**src/rtl/mem_port_arbiter_pkg.sv**
```systemverilog
// mem_port_arbiter_pkg: shared encodings and defaults for the byte-wide memory port arbiter
package mem_port_arbiter_pkg;
  typedef enum logic [1:0] {IDLE, RD, RD_TAIL, WR} state_t;
  typedef enum logic [1:0] {SZ_B = 2'd0, SZ_H = 2'd1, SZ_W = 2'd2, SZ_W3 = 2'd3} size_t;
  localparam logic [31:0] IO_BASE_DEF = 32'h30000;
  localparam int STARVE_MAX_DEF = 4;
  function automatic logic [1:0] last_idx(input logic [1:0] size);
    return size == SZ_B ? 2'd0 : size == SZ_H ? 2'd1 : 2'd3;
  endfunction
endpackage

```
**src/rtl/mem_rr_picker.sv**
```systemverilog
// mem_rr_picker: IDLE-time grant between fetch and load/store with an anti-starvation streak
module mem_rr_picker
  import mem_port_arbiter_pkg::*;
#(
  parameter int STARVE_MAX = STARVE_MAX_DEF
) (
  input  logic clk,
  input  logic rst,
  input  logic en,
  input  logic if_valid,
  input  logic ls_valid,
  output logic grant_if,
  output logic grant_ls
);
  localparam int SW = $clog2(STARVE_MAX + 1);
  logic [SW-1:0] streak;
  logic sat;
  always_comb begin
    sat = streak == SW'(STARVE_MAX);
    grant_ls = en & ls_valid & ~(if_valid & sat);
    grant_if = en & if_valid & ~grant_ls;
  end
  always_ff @(posedge clk) begin
    if (rst) streak <= '0;
    else if (grant_if) streak <= '0;
    else if (grant_ls & ~sat) streak <= streak + 1'b1;
  end
endmodule

```
**src/rtl/mem_port_arbiter.sv**
```systemverilog
// mem_port_arbiter: shares the byte-wide RAM/IO port between fetch and the load/store buffer
module mem_port_arbiter
  import mem_port_arbiter_pkg::*;
#(
  parameter int ADDR_W = 32,
  parameter logic [ADDR_W-1:0] IO_BASE = ADDR_W'(IO_BASE_DEF),
  parameter int STARVE_MAX = STARVE_MAX_DEF
) (
  input  logic              clk,
  input  logic              rst,
  input  logic              rdy,
  input  logic              clear,
  input  logic              io_buffer_full,
  input  logic              if_req_valid,
  input  logic [ADDR_W-1:0] if_req_addr,
  output logic              if_req_ready,
  output logic              if_resp_valid,
  output logic [31:0]       if_resp_data,
  input  logic              ls_req_valid,
  input  logic              ls_req_we,
  input  logic [1:0]        ls_req_size,
  input  logic [ADDR_W-1:0] ls_req_addr,
  input  logic [31:0]       ls_req_wdata,
  output logic              ls_req_ready,
  output logic              ls_resp_valid,
  output logic [31:0]       ls_resp_data,
  output logic [ADDR_W-1:0] mem_a,
  output logic              mem_wr,
  output logic [7:0]        mem_dout,
  input  logic [7:0]        mem_din
);
  state_t state;
  logic [1:0] k, last;
  logic [ADDR_W-1:0] addr, cur_a, port_a, last_a;
  logic [31:0] wdata, data;
  logic src_if, full_d, stall, resp_if, resp_ls, resp_rd, idle_en, grant_if, grant_ls;
  mem_rr_picker #(.STARVE_MAX(STARVE_MAX)) u_pick (
    .clk(clk), .rst(rst), .en(idle_en), .if_valid(if_req_valid), .ls_valid(ls_req_valid),
    .grant_if(grant_if), .grant_ls(grant_ls)
  );
  // While frozen the port keeps the last active address so mem_din still
  // matches the byte the counter expects when rdy returns.
  always_comb begin
    idle_en = rdy & ~clear & (state == IDLE);
    cur_a = addr + ADDR_W'(k);
    stall = (state == WR) & ((cur_a == IO_BASE) | (cur_a == IO_BASE + ADDR_W'(4))) & (io_buffer_full | full_d);
    port_a = ((state == RD) | ((state == WR) & ~stall)) ? cur_a : '0;
    mem_a = rdy ? port_a : last_a;
    mem_wr = rdy & (state == WR) & ~stall;
    mem_dout = (state == WR) ? 8'(wdata >> {k, 3'b000}) : 8'h00;
    if_req_ready = grant_if;
    ls_req_ready = grant_ls;
    if_resp_valid = rdy & resp_if & ~clear;
    ls_resp_valid = rdy & resp_ls & ~(clear & resp_rd);
    if_resp_data = data;
    ls_resp_data = data;
  end
  always_ff @(posedge clk) begin
    if (rst) begin
      state <= IDLE;
      k <= '0;
      last <= '0;
      addr <= '0;
      wdata <= '0;
      data <= '0;
      src_if <= 1'b0;
      full_d <= 1'b0;
      last_a <= '0;
      resp_if <= 1'b0;
      resp_ls <= 1'b0;
      resp_rd <= 1'b0;
    end else if (rdy) begin
      full_d <= io_buffer_full;
      last_a <= port_a;
      resp_if <= 1'b0;
      resp_ls <= 1'b0;
      resp_rd <= 1'b0;
      case (state)
        IDLE: if (grant_if | grant_ls) begin
          addr <= grant_if ? if_req_addr : ls_req_addr;
          last <= grant_if ? 2'd3 : last_idx(ls_req_size);
          wdata <= ls_req_wdata;
          src_if <= grant_if;
          data <= '0;
          k <= '0;
          state <= (grant_ls & ls_req_we) ? WR : RD;
        end
        RD: if (clear) begin
          state <= IDLE;
          k <= '0;
        end else begin
          if (k != 2'd0) data[{k - 2'd1, 3'b000} +: 8] <= mem_din;
          k <= k + 2'd1;
          if (k == last) state <= RD_TAIL;
        end
        RD_TAIL: begin
          state <= IDLE;
          k <= '0;
          if (!clear) begin
            data[{last, 3'b000} +: 8] <= mem_din;
            resp_if <= src_if;
            resp_ls <= ~src_if;
            resp_rd <= 1'b1;
          end
        end
        WR: if (!stall) begin
          k <= k + 2'd1;
          if (k == last) begin
            state <= IDLE;
            k <= '0;
            resp_ls <= 1'b1;
          end
        end
      endcase
    end
  end
endmodule

```
**config.mk**
```make
export PLATFORM = sky130hd
export DESIGN_NAME = mem_port_arbiter
export DESIGN_NICKNAME = d
export VERILOG_FILES = /design/src/rtl/mem_port_arbiter_pkg.sv /design/src/rtl/mem_rr_picker.sv /design/src/rtl/mem_port_arbiter.sv
export SDC_FILE = /design/constraint.sdc
export NUM_CORES = 1
export LEC_CHECK = 0
export ABC_AREA = 1
export BUFFER_PORTS_ARGS = -buffer_cell sky130_fd_sc_hd__buf_2
export CORE_MARGIN = 5
export CORE_UTILIZATION = 32
export CTS_BUF_LIST = sky130_fd_sc_hd__clkbuf_2
export DETAILED_ROUTE_END_ITERATION = 8
export PLACE_DENSITY = 0.55
export SYNTH_ARGS = -nofsm -noshare
export SYNTH_HDL_FRONTEND = slang
export SYNTH_SLANG_ARGS = --single-unit
```
**constraint.sdc**
```tcl
create_clock -name clk -period 9.4 [get_ports clk]
set_input_delay 0.47 -clock clk [delete_from_list [all_inputs] [get_ports clk]]
set_output_delay 0.47 -clock clk [all_outputs]
set_load 0.02 [all_outputs]
```
Word-level counts from Yosys, hierarchy flattened. Cells that the tools add are included.

Bits in registers: 142. Input port bits: 114. Output and inout bits: 109. Word-level logic and storage cells: 112.

Add/sub/neg operators: 6. Equal/unequal tests: 15. Shift-type cells: 5. Muxes and demuxes: 34. Bitwise gates (word level): 30. Reductions and logical operators: 9.

Operators by type and width (count): 2-to-1 mux 32 bit (7); one-hot mux 32 bit (3 select lines) (1); bitwise mux 32 bit (2); == test 32 x 18 -> 1 bit, second input constant (2); variable shift 8 x 7 -> 32 bit, first input constant (2); variable part select 8 x 7 -> 32 bit (2); adder 32 x 2 -> 32 bit (1); >> shifter 32 x 5 -> 8 bit (1); 2-to-1 mux 2 bit (13); AND 1 bit (19); one-hot mux 2 bit (4 select lines) (2); negation 5 -> 7 bit (2); 2-to-1 mux 8 bit (1); 2-to-1 mux 1 bit (7); inverter 1 bit (7); != test 2 x 1 -> 1 bit, second input constant (3); != test 2 bit, second input constant (3); AND reduction 3 bit (2); AND reduction 6 bit (1); AND reduction 5 bit (1); == test 2 x 1 -> 1 bit, second input constant (2); == test 2 bit, second input constant (2); zero test 2 bit (2); OR 1 bit (4); 10 further kinds (10).

Longest topological paths before layout. Gate-level depths: netlist (run 1).

Word-level depth: 10. Mapped depth: 19.

By module. From an unflattened synthesis (run 1), not the netlist that was laid out.

Cell total of the unflattened synthesis: 1290. Area total of the unflattened synthesis: 8390.5 um^2.

By module, submodules not included: mem_port_arbiter (times used 1, cells each 1254, area an instance 8174.1 um^2, seq. area each 2782.7 um^2); mem_rr_picker (times used 1, cells each 36, area an instance 216.5 um^2, seq. area each 60.1 um^2).

Worst setup path after synthesis (run 1). No wires, ideal clock.

Path type: register -> output. From: register k[1]. To: output mem_a[14]. Arrival time: 3.011 ns. Path slack: 5.919 ns. Stages on the path, launching flop included: 20. Path buffers: 3. Cells stage by stage: dfxtp_1 -> clkbuf_1 -> inv_1 -> clkbuf_1 -> fa_1 -> nor2_8 -> nand2_4 -> nor2_4 -> nand2_1 -> nand2_1 -> nand2_1 -> nor2_1 -> nand2_1 -> nor2_1 -> nand3_2 -> nand2_2 -> nand2_4 -> buf_6 -> nand3_2 -> nand2_1.

Longest elaborated chain between the ends: 10. Elaborated cells between the ends (all ways): 11. Classes of those cells: add/sub: 1; eq/ne: 2; mux: 2; bitwise: 6.

RTL lines: from (decl) (line mem_port_arbiter.sv:33) `logic [1:0] k, last;`; from (signal assigned) (line mem_port_arbiter.sv:93) `k <= k + 2'd1;`; from (signal assigned) (line mem_port_arbiter.sv:107) `k <= k + 2'd1;`; adder 32 x 2 -> 32 bit * (line mem_port_arbiter.sv:45) `cur_a = addr + ADDR_W'(k);`; == test 32 x 18 -> 1 bit (line mem_port_arbiter.sv:46) `stall = (state == WR) & ((cur_a == IO_BASE) | (cur_a == IO_BASE + ADDR_W'(4))) & (io_buffer_full | full_d);`; OR 1 bit (line mem_port_arbiter.sv:46); AND 1 bit (2 in a row) (line mem_port_arbiter.sv:46); inverter 1 bit (line mem_port_arbiter.sv:47) `port_a = ((state == RD) | ((state == WR) & ~stall)) ? cur_a : '0;`; AND 1 bit (line mem_port_arbiter.sv:47); OR 1 bit (line mem_port_arbiter.sv:47); 2-to-1 mux 32 bit * (line mem_port_arbiter.sv:47); 2-to-1 mux 32 bit *; to (decl) (line mem_port_arbiter.sv:27) `output logic [ADDR_W-1:0] mem_a,`.

Every way passes the cells marked *; elsewhere a longest branch is shown, timed or not.

Final worst setup path (run 1).
From: register k[1]. To: output mem_a[31].

The elaborated chain is that of the path after synthesis.

==> results of run 1 <==
where the power goes:
| part | switching [mW] | internal (mW) |
|---|---|---|
| Clock | 0.250 | 0.150 |
| Sequential | 0.0492 | 0.645 |
| Combinational | 0.312 | 0.143 |
state kept, by name, indices dropped and copies added, names as in the netlist, 2 cells and up:
signal         cells
addr              32
if_resp_data      32
last_a            32
wdata             32
u_pick.streak      3
k                  2
last               2
state              2
Yosys cell counts:
library cell and n:
sky130_fd_sc_hd__nand2_1 320, sky130_fd_sc_hd__o21ai_0 159, sky130_fd_sc_hd__dfxtp_1 142, sky130_fd_sc_hd__nor2_1 131, sky130_fd_sc_hd__a21oi_1 124, sky130_fd_sc_hd__inv_1 113
sky130_fd_sc_hd__nand3_1 80, sky130_fd_sc_hd__clkbuf_1 66, sky130_fd_sc_hd__o211ai_1 40, sky130_fd_sc_hd__buf_4 33, sky130_fd_sc_hd__o22ai_1 24, sky130_fd_sc_hd__nand3_2 22
sky130_fd_sc_hd__ha_1 20, sky130_fd_sc_hd__nand3b_1 16, sky130_fd_sc_hd__a31oi_1 15, sky130_fd_sc_hd__nand2_2 13, sky130_fd_sc_hd__clkinv_1 5, sky130_fd_sc_hd__inv_2 4
sky130_fd_sc_hd__nand4_1 4, sky130_fd_sc_hd__nor3_1 4, sky130_fd_sc_hd__xnor2_1 4, sky130_fd_sc_hd__buf_1 3, sky130_fd_sc_hd__buf_2 3, sky130_fd_sc_hd__buf_6 3
sky130_fd_sc_hd__nor2_2 3, sky130_fd_sc_hd__nor2_4 3, sky130_fd_sc_hd__nand2_4 2, sky130_fd_sc_hd__a211o_1 1, sky130_fd_sc_hd__a211oi_1 1, sky130_fd_sc_hd__a21boi_0 1
sky130_fd_sc_hd__a221oi_1 1, sky130_fd_sc_hd__a22oi_1 1, sky130_fd_sc_hd__and3_1 1, sky130_fd_sc_hd__fa_1 1, sky130_fd_sc_hd__nor2_8 1, sky130_fd_sc_hd__nor4_1 1
sky130_fd_sc_hd__nor4_4 1, sky130_fd_sc_hd__xor2_1 1
stage by stage:
step                setup slack, ns  hold WS, ns  utilization (%)  std cells
floorplan                      5.92        0.430                -       1367
global placement               4.99        0.442             36.0       1864
detailed placement             4.96        0.447             36.0       1864
CTS                            4.22      0.00197             38.4       1934
global route                   3.88      0.00603             38.4       1935
finish                         4.34       0.0616             38.4       1935
area by class of cell:
class | instances | area share (%)
antenna | 1 | 0.0237
clock buffer | 18 | 0.852
clock inverter | 14 | 1.59
inverter | 122 | 4.33
multi-input combinational | 995 | 47.4
sequential | 142 | 26.9
tap | 378 | 4.47
timing repair buffer | 265 | 14.5
routing by layer:
metal / GRT usage [%] / wire, um / up-vias
met4: 3.58 / 282 / 2
met1: 28.2 / 15100 / 4281
met5: 0 / 20 / -
met3: 3.28 / 1830 / 21
li1: - / - / 4864
met2: 26.6 / 12200 / 302
logic make-up after synthesis:
logic type      count (synthesis)  synth area share, %
compound gates                367                 22.6
xor+xnor                        5                0.494
fa+ha+maj                      21                 3.05
buf+inv                       230                 11.4
flops                         142                 32.1
simple gates                  602                 30.3
timing repair:
item	in CTS	in global routing
hold endpoints to repair	36	0
hold buffers	38	0
setup buffers	0	0
final timing paths:
check                    from         endpoint  cells past startpoint
max reg2reg          state[1]  if_resp_data[0]                     15
max                      k[1]        mem_a[31]                     17
min          ls_req_wdata[21]        wdata[21]                      3
min reg2reg         wdata[22]        wdata[22]                      2
critical path: stages, from the launching register on:
cell and delay (ns):
sky130_fd_sc_hd__dfxtp_1 0.71, sky130_fd_sc_hd__inv_1 0.46, sky130_fd_sc_hd__fa_1 0.67, sky130_fd_sc_hd__nor2_8 0.21, sky130_fd_sc_hd__nand2_4 0.08, sky130_fd_sc_hd__nor2_4 0.18
sky130_fd_sc_hd__nand2_1 0.07, sky130_fd_sc_hd__nand2_1 0.06, sky130_fd_sc_hd__nand2_1 0.09, sky130_fd_sc_hd__nor2_1 0.11, sky130_fd_sc_hd__nand2_1 0.06, sky130_fd_sc_hd__nor2_1 0.11
sky130_fd_sc_hd__nand3_2 0.15, sky130_fd_sc_hd__nand2_2 0.12, sky130_fd_sc_hd__nand2_4 0.28, sky130_fd_sc_hd__nand3_1 0.24, sky130_fd_sc_hd__nand2_1 0.09, sky130_fd_sc_hd__buf_2 0.17
==> impl_metrics.prom, run 1 <==
# TYPE chip_impl_metric gauge
chip_impl_info{name="run_status",value="finished clean"} 1
chip_impl_metric{name="routed-via-count",unit=""} 9470
chip_impl_metric{name="die-height",unit="um"} 176
chip_impl_metric{name="first_global_vias",unit=""} 8571
chip_impl_metric{name="skew",unit="ns"} 0.0403
chip_impl_metric{name="synthDominantCellAreaShare",unit="%"} 32.1
chip_impl_metric{name="timing.final.crit_share",unit="%"} 53.8
chip_impl_metric{name="ys.warnings.count",unit=""} 0
chip_impl_metric{name="dpl_cell_area",unit="um2"} 9930
chip_impl_metric{name="grt_max_degree",unit=""} 82
chip_impl_metric{name="final_max_slew_viol_count",unit=""} 0
chip_impl_info{name="rsz_0062_raised_after_global_routing",value="false"} 1
chip_impl_metric{name="rrSetupSlack",unit="ns"} 5.42
chip_impl_metric{name="design_area",unit="um2"} 10600
chip_impl_metric{name="start_util",unit="%"} 32.2
chip_impl_metric{name="clkSlewWorstSetupHoldPaths",unit="ns"} 0.22
chip_impl_metric{name="cp.arrival",unit="ns"} 4.59
chip_impl_metric{name="syn_area",unit="um2"} 8860
chip_impl_metric{name="design_power_total",unit="mW"} 1.55
chip_impl_info{name="worstSetupStartpointType",value="register"} 1
chip_impl_metric{name="period_needed",unit="ns"} 5.06
chip_impl_metric{name="core",unit="um2"} 27600
chip_impl_metric{name="synth_cells",unit=""} 1367
chip_impl_metric{name="final_hold_viol_count",unit=""} 0
chip_impl_metric{name="post-dp-hpwl",unit="um"} 21500
chip_impl_metric{name="n_fill_cell",unit=""} 2993
chip_impl_metric{name="std_cell_rows",unit=""} 61
chip_impl_metric{name="synth_nets",unit=""} 1502
chip_impl_metric{name="drc",unit=""} 0
chip_impl_metric{name="final_antenna_net_count",unit=""} 0
chip_impl_metric{name="power_density",unit="nW/um2"} 147
chip_impl_info{name="tritoncts_clock_tree",value="done"} 1
chip_impl_metric{name="post_synth.cell_area_avg",unit="um2"} 6.48
chip_impl_metric{name="top_level_ports",unit=""} 223
chip_impl_metric{name="critical_path_required",unit="ns"} 8.93
chip_impl_metric{name="clk_latency",unit="ns"} 0.74
chip_impl_metric{name="area.sequential",unit="um2"} 2840
chip_impl_metric{name="yosysUniqueCellTypes",unit=""} 38
chip_impl_metric{name="die_w",unit="um"} 176
chip_impl_metric{name="place.gp.congestion",unit=""} 0.902
chip_impl_metric{name="synth.ff_latch_count",unit=""} 142
chip_impl_info{name="most-common-layout-cells",value="319 x sky130_fd_sc_hd__nand2_1, 222 x sky130_fd_sc_hd__buf_2, 159 x sky130_fd_sc_hd__o21ai_0"} 1
chip_impl_metric{name="drt-wirelength-per-cell",unit="um"} 15.2
chip_impl_metric{name="first_pass_grt_wire_length",unit="um"} 46200
chip_impl_metric{name="drt-initial-drc-count",unit=""} 620
chip_impl_metric{name="syn_to_final_growth",unit="%"} 19.3
chip_impl_metric{name="drive_above_1_share",unit="%"} 19.9
chip_impl_metric{name="fmaxAchievable",unit="GHz"} 0.198
chip_impl_metric{name="worstPathMaxFanout",unit=""} 32
chip_impl_metric{name="setup_tns_final",unit="ns"} 0
chip_impl_info{name="worstSetupEndpointType",value="output pin"} 1
chip_impl_metric{name="globalRouteTotalUtil",unit="%"} 18.3
chip_impl_metric{name="numCtsBuffers",unit=""} 17
chip_impl_metric{name="multiInputGateArea",unit="um2"} 5010
chip_impl_metric{name="number_of_antenna_violations_at_the_first_check_in_global_routing",unit=""} 2
chip_impl_info{name="crit_type",value="reg -> out"} 1
chip_impl_metric{name="seq_area_frac_synth",unit="%"} 32.1
chip_impl_metric{name="slew_headroom",unit="%"} 26.2
chip_impl_metric{name="num-nets-final",unit=""} 1678
chip_impl_metric{name="vdd_drop_max",unit="V"} 0.0000586
chip_impl_metric{name="post_cts.resized_instances",unit=""} 0
chip_impl_metric{name="grt-ovfl-total",unit=""} 0
chip_impl_metric{name="power.leakage",unit="nW"} 4.74
chip_impl_info{name="holdCritPathClass",value="in -> reg"} 1
chip_impl_metric{name="detail_route.first_pass.iterations",unit=""} 6
chip_impl_metric{name="detail_routed_via_count_per_cell",unit=""} 4.89
chip_impl_metric{name="sinks_on_clock_net",unit=""} 142
chip_impl_metric{name="design.die.area",unit="um2"} 31100
chip_impl_metric{name="h_tree_levels",unit=""} 4
chip_impl_metric{name="io_buffers",unit=""} 222
chip_impl_metric{name="wirelength",unit="um"} 29400
chip_impl_metric{name="ctsLongestPathBuffers",unit=""} 2
chip_impl_info{name="clock-root-buffer",value="sky130_fd_sc_hd__clkbuf_2"} 1
chip_impl_info{name="final_common_cell",value="sky130_fd_sc_hd__nand2_1"} 1
chip_impl_info{name="yosysTopAreaCell",value="sky130_fd_sc_hd__dfxtp_1"} 1
chip_impl_metric{name="total_setup_violations_reported_at_the_end_of_the_flow",unit=""} 0
chip_impl_info{name="leading_cell_types_by_total_area_after_synthesis",value="sky130_fd_sc_hd__dfxtp_1 32%, sky130_fd_sc_hd__nand2_1 14%, sky130_fd_sc_hd__o21ai_0 9.0%, sky130_fd_sc_hd__a21oi_1 7.0%, sky130_fd_sc_hd__nor2_1 5.6%"} 1
chip_impl_metric{name="worst-slew-pin-transition",unit="ns"} 1.11
chip_impl_metric{name="cap_viol_max_count",unit=""} 0
Power figures use the tool's default switching activity.
==> run 2, diff against run 1 <==
clock period = 5.2 ns   (was 9.4 ns; I/O delays follow)
==> run 2 against run 1 <==
  * Flip-flop and latch count unchanged
  * Global-route usage increased by 1.4 points
  * Sequential power rose by 80%
  * Largest power group unchanged
  * Combinational power rose by 98%
  * Utilization grew 2.9 points
  * Design area up 7.6%
  * Worst setup slack worse by 3.6 ns
==> impl_metrics.prom, run 2 (same netlist as run 1, synthesis figures left out) <==
# TYPE chip_impl_metric gauge
chip_impl_metric{name="area.sequential",unit="um2"} 2840
chip_impl_metric{name="timing.hold.ws",unit="ns"} 0.0761
chip_impl_metric{name="vdd_drop_max",unit="V"} 0.000114
chip_impl_metric{name="grt_max_degree",unit=""} 81
chip_impl_info{name="tritoncts_clock_tree",value="done"} 1
chip_impl_metric{name="slew_headroom",unit="%"} 27.9
chip_impl_metric{name="post-dp-hpwl",unit="um"} 22100
chip_impl_metric{name="detail_route.first_pass.iterations",unit=""} 7
chip_impl_metric{name="drt-wirelength-per-cell",unit="um"} 15.4
chip_impl_metric{name="top_level_ports",unit=""} 223
chip_impl_metric{name="std_cell_rows",unit=""} 61
chip_impl_info{name="holdCritPathClass",value="in -> reg"} 1
chip_impl_metric{name="power.leakage",unit="nW"} 5.01
chip_impl_metric{name="critical_path_required",unit="ns"} 4.94
chip_impl_metric{name="detail_routed_via_count_per_cell",unit=""} 4.88
chip_impl_metric{name="place_inst",unit=""} 1868
chip_impl_metric{name="wirelength",unit="um"} 31000
chip_impl_metric{name="design_power_total",unit="mW"} 2.90
chip_impl_metric{name="multiInputGateArea",unit="um2"} 5010
chip_impl_metric{name="core",unit="um2"} 27600
chip_impl_metric{name="number_of_antenna_violations_at_the_first_check_in_global_routing",unit=""} 2
chip_impl_info{name="most-common-layout-cells",value="319 x sky130_fd_sc_hd__nand2_1, 222 x sky130_fd_sc_hd__buf_2, 159 x sky130_fd_sc_hd__o21ai_0"} 1
chip_impl_metric{name="n_fill_cell",unit=""} 2960
chip_impl_metric{name="drt-initial-drc-count",unit=""} 781
chip_impl_info{name="worstSetupEndpointType",value="output pin"} 1
chip_impl_metric{name="drc",unit=""} 0
chip_impl_info{name="crit_slowest_cell",value="sky130_fd_sc_hd__dfxtp_1"} 1
chip_impl_metric{name="first_global_vias",unit=""} 9272
chip_impl_metric{name="start_util",unit="%"} 32.2
chip_impl_info{name="hp-start",value="mem_din[7]"} 1
chip_impl_metric{name="globalRouteTotalUtil",unit="%"} 19.6
chip_impl_info{name="worstSetupStartpointType",value="register"} 1
chip_impl_metric{name="worstPathMaxFanout",unit=""} 32
chip_impl_info{name="path_common_cell",value="sky130_fd_sc_hd__nand2_1"} 1
chip_impl_metric{name="cap_viol_max_count",unit=""} 0
chip_impl_metric{name="max_incr_delay_on_cp",unit="ns"} 0.69
chip_impl_info{name="rsz_0062_raised_after_global_routing",value="false"} 1
chip_impl_metric{name="die_w",unit="um"} 176
chip_impl_metric{name="post_cts.resized_instances",unit=""} 0
chip_impl_info{name="final_common_cell",value="sky130_fd_sc_hd__nand2_1"} 1
chip_impl_metric{name="ctsLongestPathBuffers",unit=""} 2
chip_impl_metric{name="worst-slew-pin-transition",unit="ns"} 1.08
chip_impl_metric{name="skew",unit="ns"} 0.0450
chip_impl_info{name="hold_end",value="if_resp_data[7]"} 1
chip_impl_info{name="reg2reg_from",value="k[1]"} 1
chip_impl_info{name="timing.critical_path.cells",value="inv_1, fa_1, nand3b_1, nor2_1, nand2_1, nand2_1, nand2_1, nor2_1, nand2_1, nor2_1, nand3_2, nand2_2, nand2_4, nand3_1, nand2_1, buf_2"} 1
chip_impl_metric{name="timing.hold.worst_path_depth",unit=""} 5
chip_impl_metric{name="rrSetupSlack",unit="ns"} 1.82
chip_impl_metric{name="layout.cells.non_filler",unit=""} 2015
chip_impl_metric{name="dpl_cell_area",unit="um2"} 9960
chip_impl_metric{name="final_max_slew_viol_count",unit=""} 0
chip_impl_metric{name="numCtsBuffers",unit=""} 17
chip_impl_info{name="run_status",value="finished clean"} 1
chip_impl_metric{name="syn_to_final_growth",unit="%"} 28.4
chip_impl_metric{name="place.gp.congestion",unit=""} 0.943
chip_impl_metric{name="timing.final.crit_share",unit="%"} 84.8
chip_impl_metric{name="place_worst_setup_slack",unit="ns"} 1.49
chip_impl_info{name="worst_r2r_endpoint",value="last_a[31]"} 1
chip_impl_metric{name="io_buffers",unit=""} 222
chip_impl_metric{name="first_pass_grt_wire_length",unit="um"} 49700
chip_impl_info{name="crit_type",value="reg -> out"} 1
chip_impl_metric{name="total_setup_violations_reported_at_the_end_of_the_flow",unit=""} 0
chip_impl_metric{name="setup_ws",unit="ns"} 0.788
chip_impl_metric{name="sinks_on_clock_net",unit=""} 142
chip_impl_metric{name="clk_latency",unit="ns"} 0.75
chip_impl_metric{name="period_needed",unit="ns"} 4.41
chip_impl_metric{name="design.die.area",unit="um2"} 31100
chip_impl_metric{name="cp.arrival",unit="ns"} 4.15
chip_impl_metric{name="h_tree_levels",unit=""} 4
chip_impl_metric{name="critPathBufInv",unit=""} 2
chip_impl_metric{name="clkSlewWorstSetupHoldPaths",unit="ns"} 0.22
chip_impl_metric{name="num-nets-final",unit=""} 1758
chip_impl_info{name="cell_type_group_with_the_largest_total_delay_on_the_critical_path",value="simple AND/OR/NAND/NOR gates"} 1
chip_impl_info{name="clock-root-buffer",value="sky130_fd_sc_hd__clkbuf_2"} 1
chip_impl_metric{name="grt-ovfl-total",unit=""} 0
chip_impl_metric{name="cts_post_setup_buffers_inserted",unit=""} 0
chip_impl_metric{name="die-height",unit="um"} 176
chip_impl_metric{name="drive_above_1_share",unit="%"} 19.3
chip_impl_metric{name="fmaxAchievable",unit="GHz"} 0.227
chip_impl_metric{name="routed-via-count",unit=""} 9842
chip_impl_metric{name="final_hold_viol_count",unit=""} 0
chip_impl_metric{name="design_area",unit="um2"} 11400
chip_impl_metric{name="postLayoutCoreUtil",unit="%"} 41.3
chip_impl_metric{name="post_cts_hold_buffer_count",unit=""} 114
chip_impl_metric{name="final_antenna_net_count",unit=""} 0
chip_impl_metric{name="r2r.worst_path.cells",unit=""} 15
chip_impl_metric{name="power_density",unit="nW/um2"} 255
chip_impl_metric{name="setup_tns_final",unit="ns"} 0
run 2: layout make-up:
cell class / instances / share of cell area (%)
clock inverters: 14 / 1.58
inverters: 122 / 4.03
diodes: 1 / 0.0220
flip-flops and latches: 142 / 25.0
repair buffers: 345 / 20.4
well taps: 378 / 4.16
clock buffers: 18 / 0.792
multi-input cells: 995 / 44.0
run 2: layer usage:
metal	vias to the layer above	track usage [%]	part of all wire, %
met2	330	29.5	42
met1	4463	29.1	50
met5	-	0	0.023
met3	27	3.85	6.5
li1	5020	-	-
met4	2	4.35	1.1
run 2: worst max path at each step:
| stage | start | end | slack, ns | cells past startpoint |
|---|---|---|---|---|
| after global placement | k[1] | mem_a[31] | 1.54 | 16 |
| after detailed placement | k[1] | mem_a[31] | 1.49 | 16 |
| after global routing | k[1] | mem_a[31] | 0.37 | 17 |
| final | k[1] | mem_a[31] | 0.79 | 16 |
| after CTS | k[1] | mem_a[31] | 0.62 | 16 |
| after floorplan | k[1] | mem_a[14] | 1.93 | 19 |
run 2: power breakdown:
group / internal [mW] / switching (mW) / leakage (nW) / total, mW
Clock: 0.280 / 0.470 / 0.150 / 0.750
Sequential: 1.17 / 0.0809 / 1.16 / 1.25
Combinational: 0.309 / 0.594 / 3.70 / 0.903
run 2: worst reg2reg max path, delay by kind of cell, from the launching register on:
kind | cells | cell delay (ns)
buf+inv | 1 | 0.16
compound gates | 1 | 0.08
fa+ha+maj | 1 | 0.58
simple gates | 12 | 1.79
flops | 1 | 0.69
==> run 3, diff against run 2 <==
PLACE_DENSITY = 0.57   (was 0.55)
clock period = 3.6 ns   (was 5.2 ns; I/O delays follow)
==> run 3 against run 2 <==
  * The flow now finishes with violations (setup timing)
  * Non-clock buffer count grew 23
  * Combinational power grew 56%
  * Sequential share of layout area shrank 0.86 points
  * First-iteration DRC count shrank 21%
  * Utilization grew 1.5 points
  * Die area is the same
  * Clock power grew 24%
  * Design area grew 3.7%
  * Worst setup slack lost 0.82 ns
  * Power grew 43%
  * Hold slack lost 0.044 ns
  * Critical path type unchanged
==> impl_metrics.prom, run 3 (same netlist as run 1, synthesis figures left out) <==
# TYPE chip_impl_metric gauge
chip_impl_info{name="crit_type",value="reg -> out"} 1
chip_impl_info{name="run_status",value="finished, violations left"} 1
chip_impl_metric{name="ctsLongestPathBuffers",unit=""} 2
chip_impl_metric{name="drt-wirelength-per-cell",unit="um"} 15.3
chip_impl_metric{name="total_setup_violations_reported_at_the_end_of_the_flow",unit=""} 10
chip_impl_metric{name="vdd_drop_max",unit="V"} 0.000155
chip_impl_metric{name="layout.cells.non_filler",unit=""} 2038
chip_impl_metric{name="slew_headroom",unit="%"} 19.9
chip_impl_metric{name="drc",unit=""} 0
chip_impl_metric{name="rrSetupSlack",unit="ns"} 0.49
chip_impl_info{name="timing.critical_path.cells",value="ha_4, inv_2, fa_2, nor2_8, nand2_4, nor2_4, buf_4, nand3b_1, nand2_1, nor2_1, nand2_1, nor2_2, nand3_2, nand2_8, nand2_4, nand3_2, nand2_1, buf_2"} 1
chip_impl_metric{name="std_cell_rows",unit=""} 61
chip_impl_metric{name="clk_latency",unit="ns"} 0.76
chip_impl_info{name="worst_r2r_endpoint",value="resp_ls"} 1
chip_impl_metric{name="first_pass_grt_wire_length",unit="um"} 49400
chip_impl_metric{name="globalRouteTotalUtil",unit="%"} 19.4
chip_impl_metric{name="num-nets-final",unit=""} 1784
chip_impl_metric{name="number_of_antenna_violations_at_the_first_check_in_global_routing",unit=""} 1
chip_impl_metric{name="wirelength",unit="um"} 31100
chip_impl_info{name="holdCritPathClass",value="in -> reg"} 1
chip_impl_info{name="worstSetupEndpointType",value="output pin"} 1
chip_impl_info{name="rsz_0062_raised_after_global_routing",value="true"} 1
chip_impl_metric{name="design_power_total",unit="mW"} 4.13
chip_impl_metric{name="max_incr_delay_on_cp",unit="ns"} 0.40
chip_impl_metric{name="cp.arrival",unit="ns"} 3.45
chip_impl_metric{name="io_buffers",unit=""} 222
chip_impl_metric{name="detail_route.first_pass.iterations",unit=""} 5
chip_impl_metric{name="drive_above_1_share",unit="%"} 22.0
chip_impl_metric{name="detail_routed_via_count_per_cell",unit=""} 4.88
chip_impl_metric{name="sinks_on_clock_net",unit=""} 142
chip_impl_metric{name="grt_max_degree",unit=""} 71
chip_impl_metric{name="timing.final.crit_share",unit="%"} 101
chip_impl_metric{name="core",unit="um2"} 27600
chip_impl_metric{name="drt-initial-drc-count",unit=""} 615
chip_impl_metric{name="first_global_vias",unit=""} 9284
chip_impl_metric{name="skew",unit="ns"} 0.0506
chip_impl_info{name="worstSetupStartpointType",value="register"} 1
chip_impl_metric{name="timing.hold.ws",unit="ns"} 0.0323
chip_impl_metric{name="design.die.area",unit="um2"} 31100
chip_impl_info{name="tritoncts_clock_tree",value="done"} 1
chip_impl_metric{name="critical_path_required",unit="ns"} 3.42
chip_impl_metric{name="top_level_ports",unit=""} 223
chip_impl_metric{name="power_density",unit="nW/um2"} 350
chip_impl_info{name="hold_end",value="state[1]"} 1
chip_impl_info{name="path_common_cell",value="sky130_fd_sc_hd__nand2_1"} 1
chip_impl_metric{name="post-dp-hpwl",unit="um"} 22200
chip_impl_metric{name="grt-ovfl-total",unit=""} 0
chip_impl_info{name="worst_setup_path_startpoint",value="k[0]"} 1
chip_impl_metric{name="final_antenna_net_count",unit=""} 0
chip_impl_metric{name="start_util",unit="%"} 32.2
chip_impl_info{name="clock-root-buffer",value="sky130_fd_sc_hd__clkbuf_2"} 1
chip_impl_metric{name="place_inst",unit=""} 1879
chip_impl_info{name="crit_slowest_cell",value="sky130_fd_sc_hd__dfxtp_2"} 1
chip_impl_info{name="violations_in_the_final_reports",value="setup timing"} 1
chip_impl_info{name="hp-start",value="rst"} 1
chip_impl_metric{name="fmaxAchievable",unit="GHz"} 0.275
chip_impl_metric{name="worst-slew-pin-transition",unit="ns"} 1.20
chip_impl_metric{name="worstPathMaxFanout",unit=""} 8
chip_impl_metric{name="routed-via-count",unit=""} 9936
chip_impl_metric{name="final_max_slew_viol_count",unit=""} 0
chip_impl_metric{name="power.leakage",unit="nW"} 5.20
chip_impl_metric{name="r2r.worst_path.cells",unit=""} 19
chip_impl_metric{name="numCtsBuffers",unit=""} 17
chip_impl_metric{name="final_hold_viol_count",unit=""} 0
chip_impl_info{name="final_common_cell",value="sky130_fd_sc_hd__nand2_1"} 1
chip_impl_metric{name="die-height",unit="um"} 176
chip_impl_info{name="reg2reg_from",value="k[0]"} 1
chip_impl_metric{name="syn_to_final_growth",unit="%"} 33.1
chip_impl_metric{name="die_w",unit="um"} 176
chip_impl_metric{name="place.gp.congestion",unit=""} 0.898
chip_impl_metric{name="h_tree_levels",unit=""} 4
chip_impl_metric{name="timing.hold.worst_path_depth",unit=""} 4
chip_impl_metric{name="period_needed",unit="ns"} 3.63
chip_impl_metric{name="n_fill_cell",unit=""} 2883
chip_impl_metric{name="setup_ws",unit="ns"} -0.0325
chip_impl_info{name="most-common-layout-cells",value="304 x sky130_fd_sc_hd__nand2_1, 212 x sky130_fd_sc_hd__buf_2, 158 x sky130_fd_sc_hd__o21ai_0"} 1
chip_impl_metric{name="clkSlewWorstSetupHoldPaths",unit="ns"} 0.21
chip_impl_metric{name="cap_viol_max_count",unit=""} 0
==> run 3: stage by stage <==
step	worst slack, ns	TNS (ns)	utilization (%)	instance area [um2]
after floorplan	0.409	0	-	8860
after global placement	0.463	0	36.5	10000
after detailed placement	0.433	0	36.5	10000
after CTS	-0.0464	-0.709	42.3	11600
after global routing	-0.257	-7.30	42.8	11800
final	-0.0325	-0.178	42.8	11800
==> run 3: area by class of cell <==
| class | count | area, um2 | share of cell area [%] |
|---|---|---|---|
| Antenna cell | 1 | 2.50 | 0.0212 |
| Clock buffer | 17 | 85.1 | 0.721 |
| Clock inverter | 12 | 124 | 1.05 |
| Inverter | 122 | 458 | 3.88 |
| Multi-Input combinational cell | 998 | 5250 | 44.5 |
| Sequential cell | 142 | 2850 | 24.1 |
| Tap cell | 378 | 473 | 4.01 |
| Timing Repair Buffer | 368 | 2560 | 21.7 |
==> run 3: timing repair <==
action | 4_1_cts | 5_1_grt
endpoints found under the hold margin | 90 | 0
hold buffers | 116 | 0
setup endpoints to repair | 32 | 33
pin swaps | 13 | 11
gates cloned | 2 | 1
resized for setup | 45 | 26
buffers inserted | 5 | 5
==> run 3: how the worst max path moves through the flow <==
stage	cells after the start	slack [ns]	end
floorplan	19	0.41	mem_a[14]
global placement	16	0.46	mem_a[8]
detailed placement	18	0.43	mem_a[8]
CTS	17	-0.05	mem_a[28]
global route	18	-0.26	mem_a[10]
finish	18	-0.03	mem_a[25]
==> run 3: power by group <==
| group | internal, mW | switching (mW) |
|---|---|---|
| Clock | 0.304 | 0.629 |
| Sequential | 1.68 | 0.108 |
| Combinational | 0.506 | 0.901 |
==> run 3: metal layers <==
| layer | up-vias | GRT usage [%] | share of wire [%] |
|---|---|---|---|
| met4 | 0 | 3.84 | 1.1 |
| met2 | 329 | 29.8 | 44 |
| met5 | - | 0 | 0 |
| met1 | 4483 | 28.7 | 49 |
| li1 | 5093 | - | - |
| met3 | 31 | 3.10 | 5.9 |
==> run 3: critical path: cells and delay by family (launching register included) <==
kind          cells  cell delay [ns]
flops             1             0.40
simple gates     13             1.45
fa+ha+maj         2             0.54
buf+inv           3             0.32
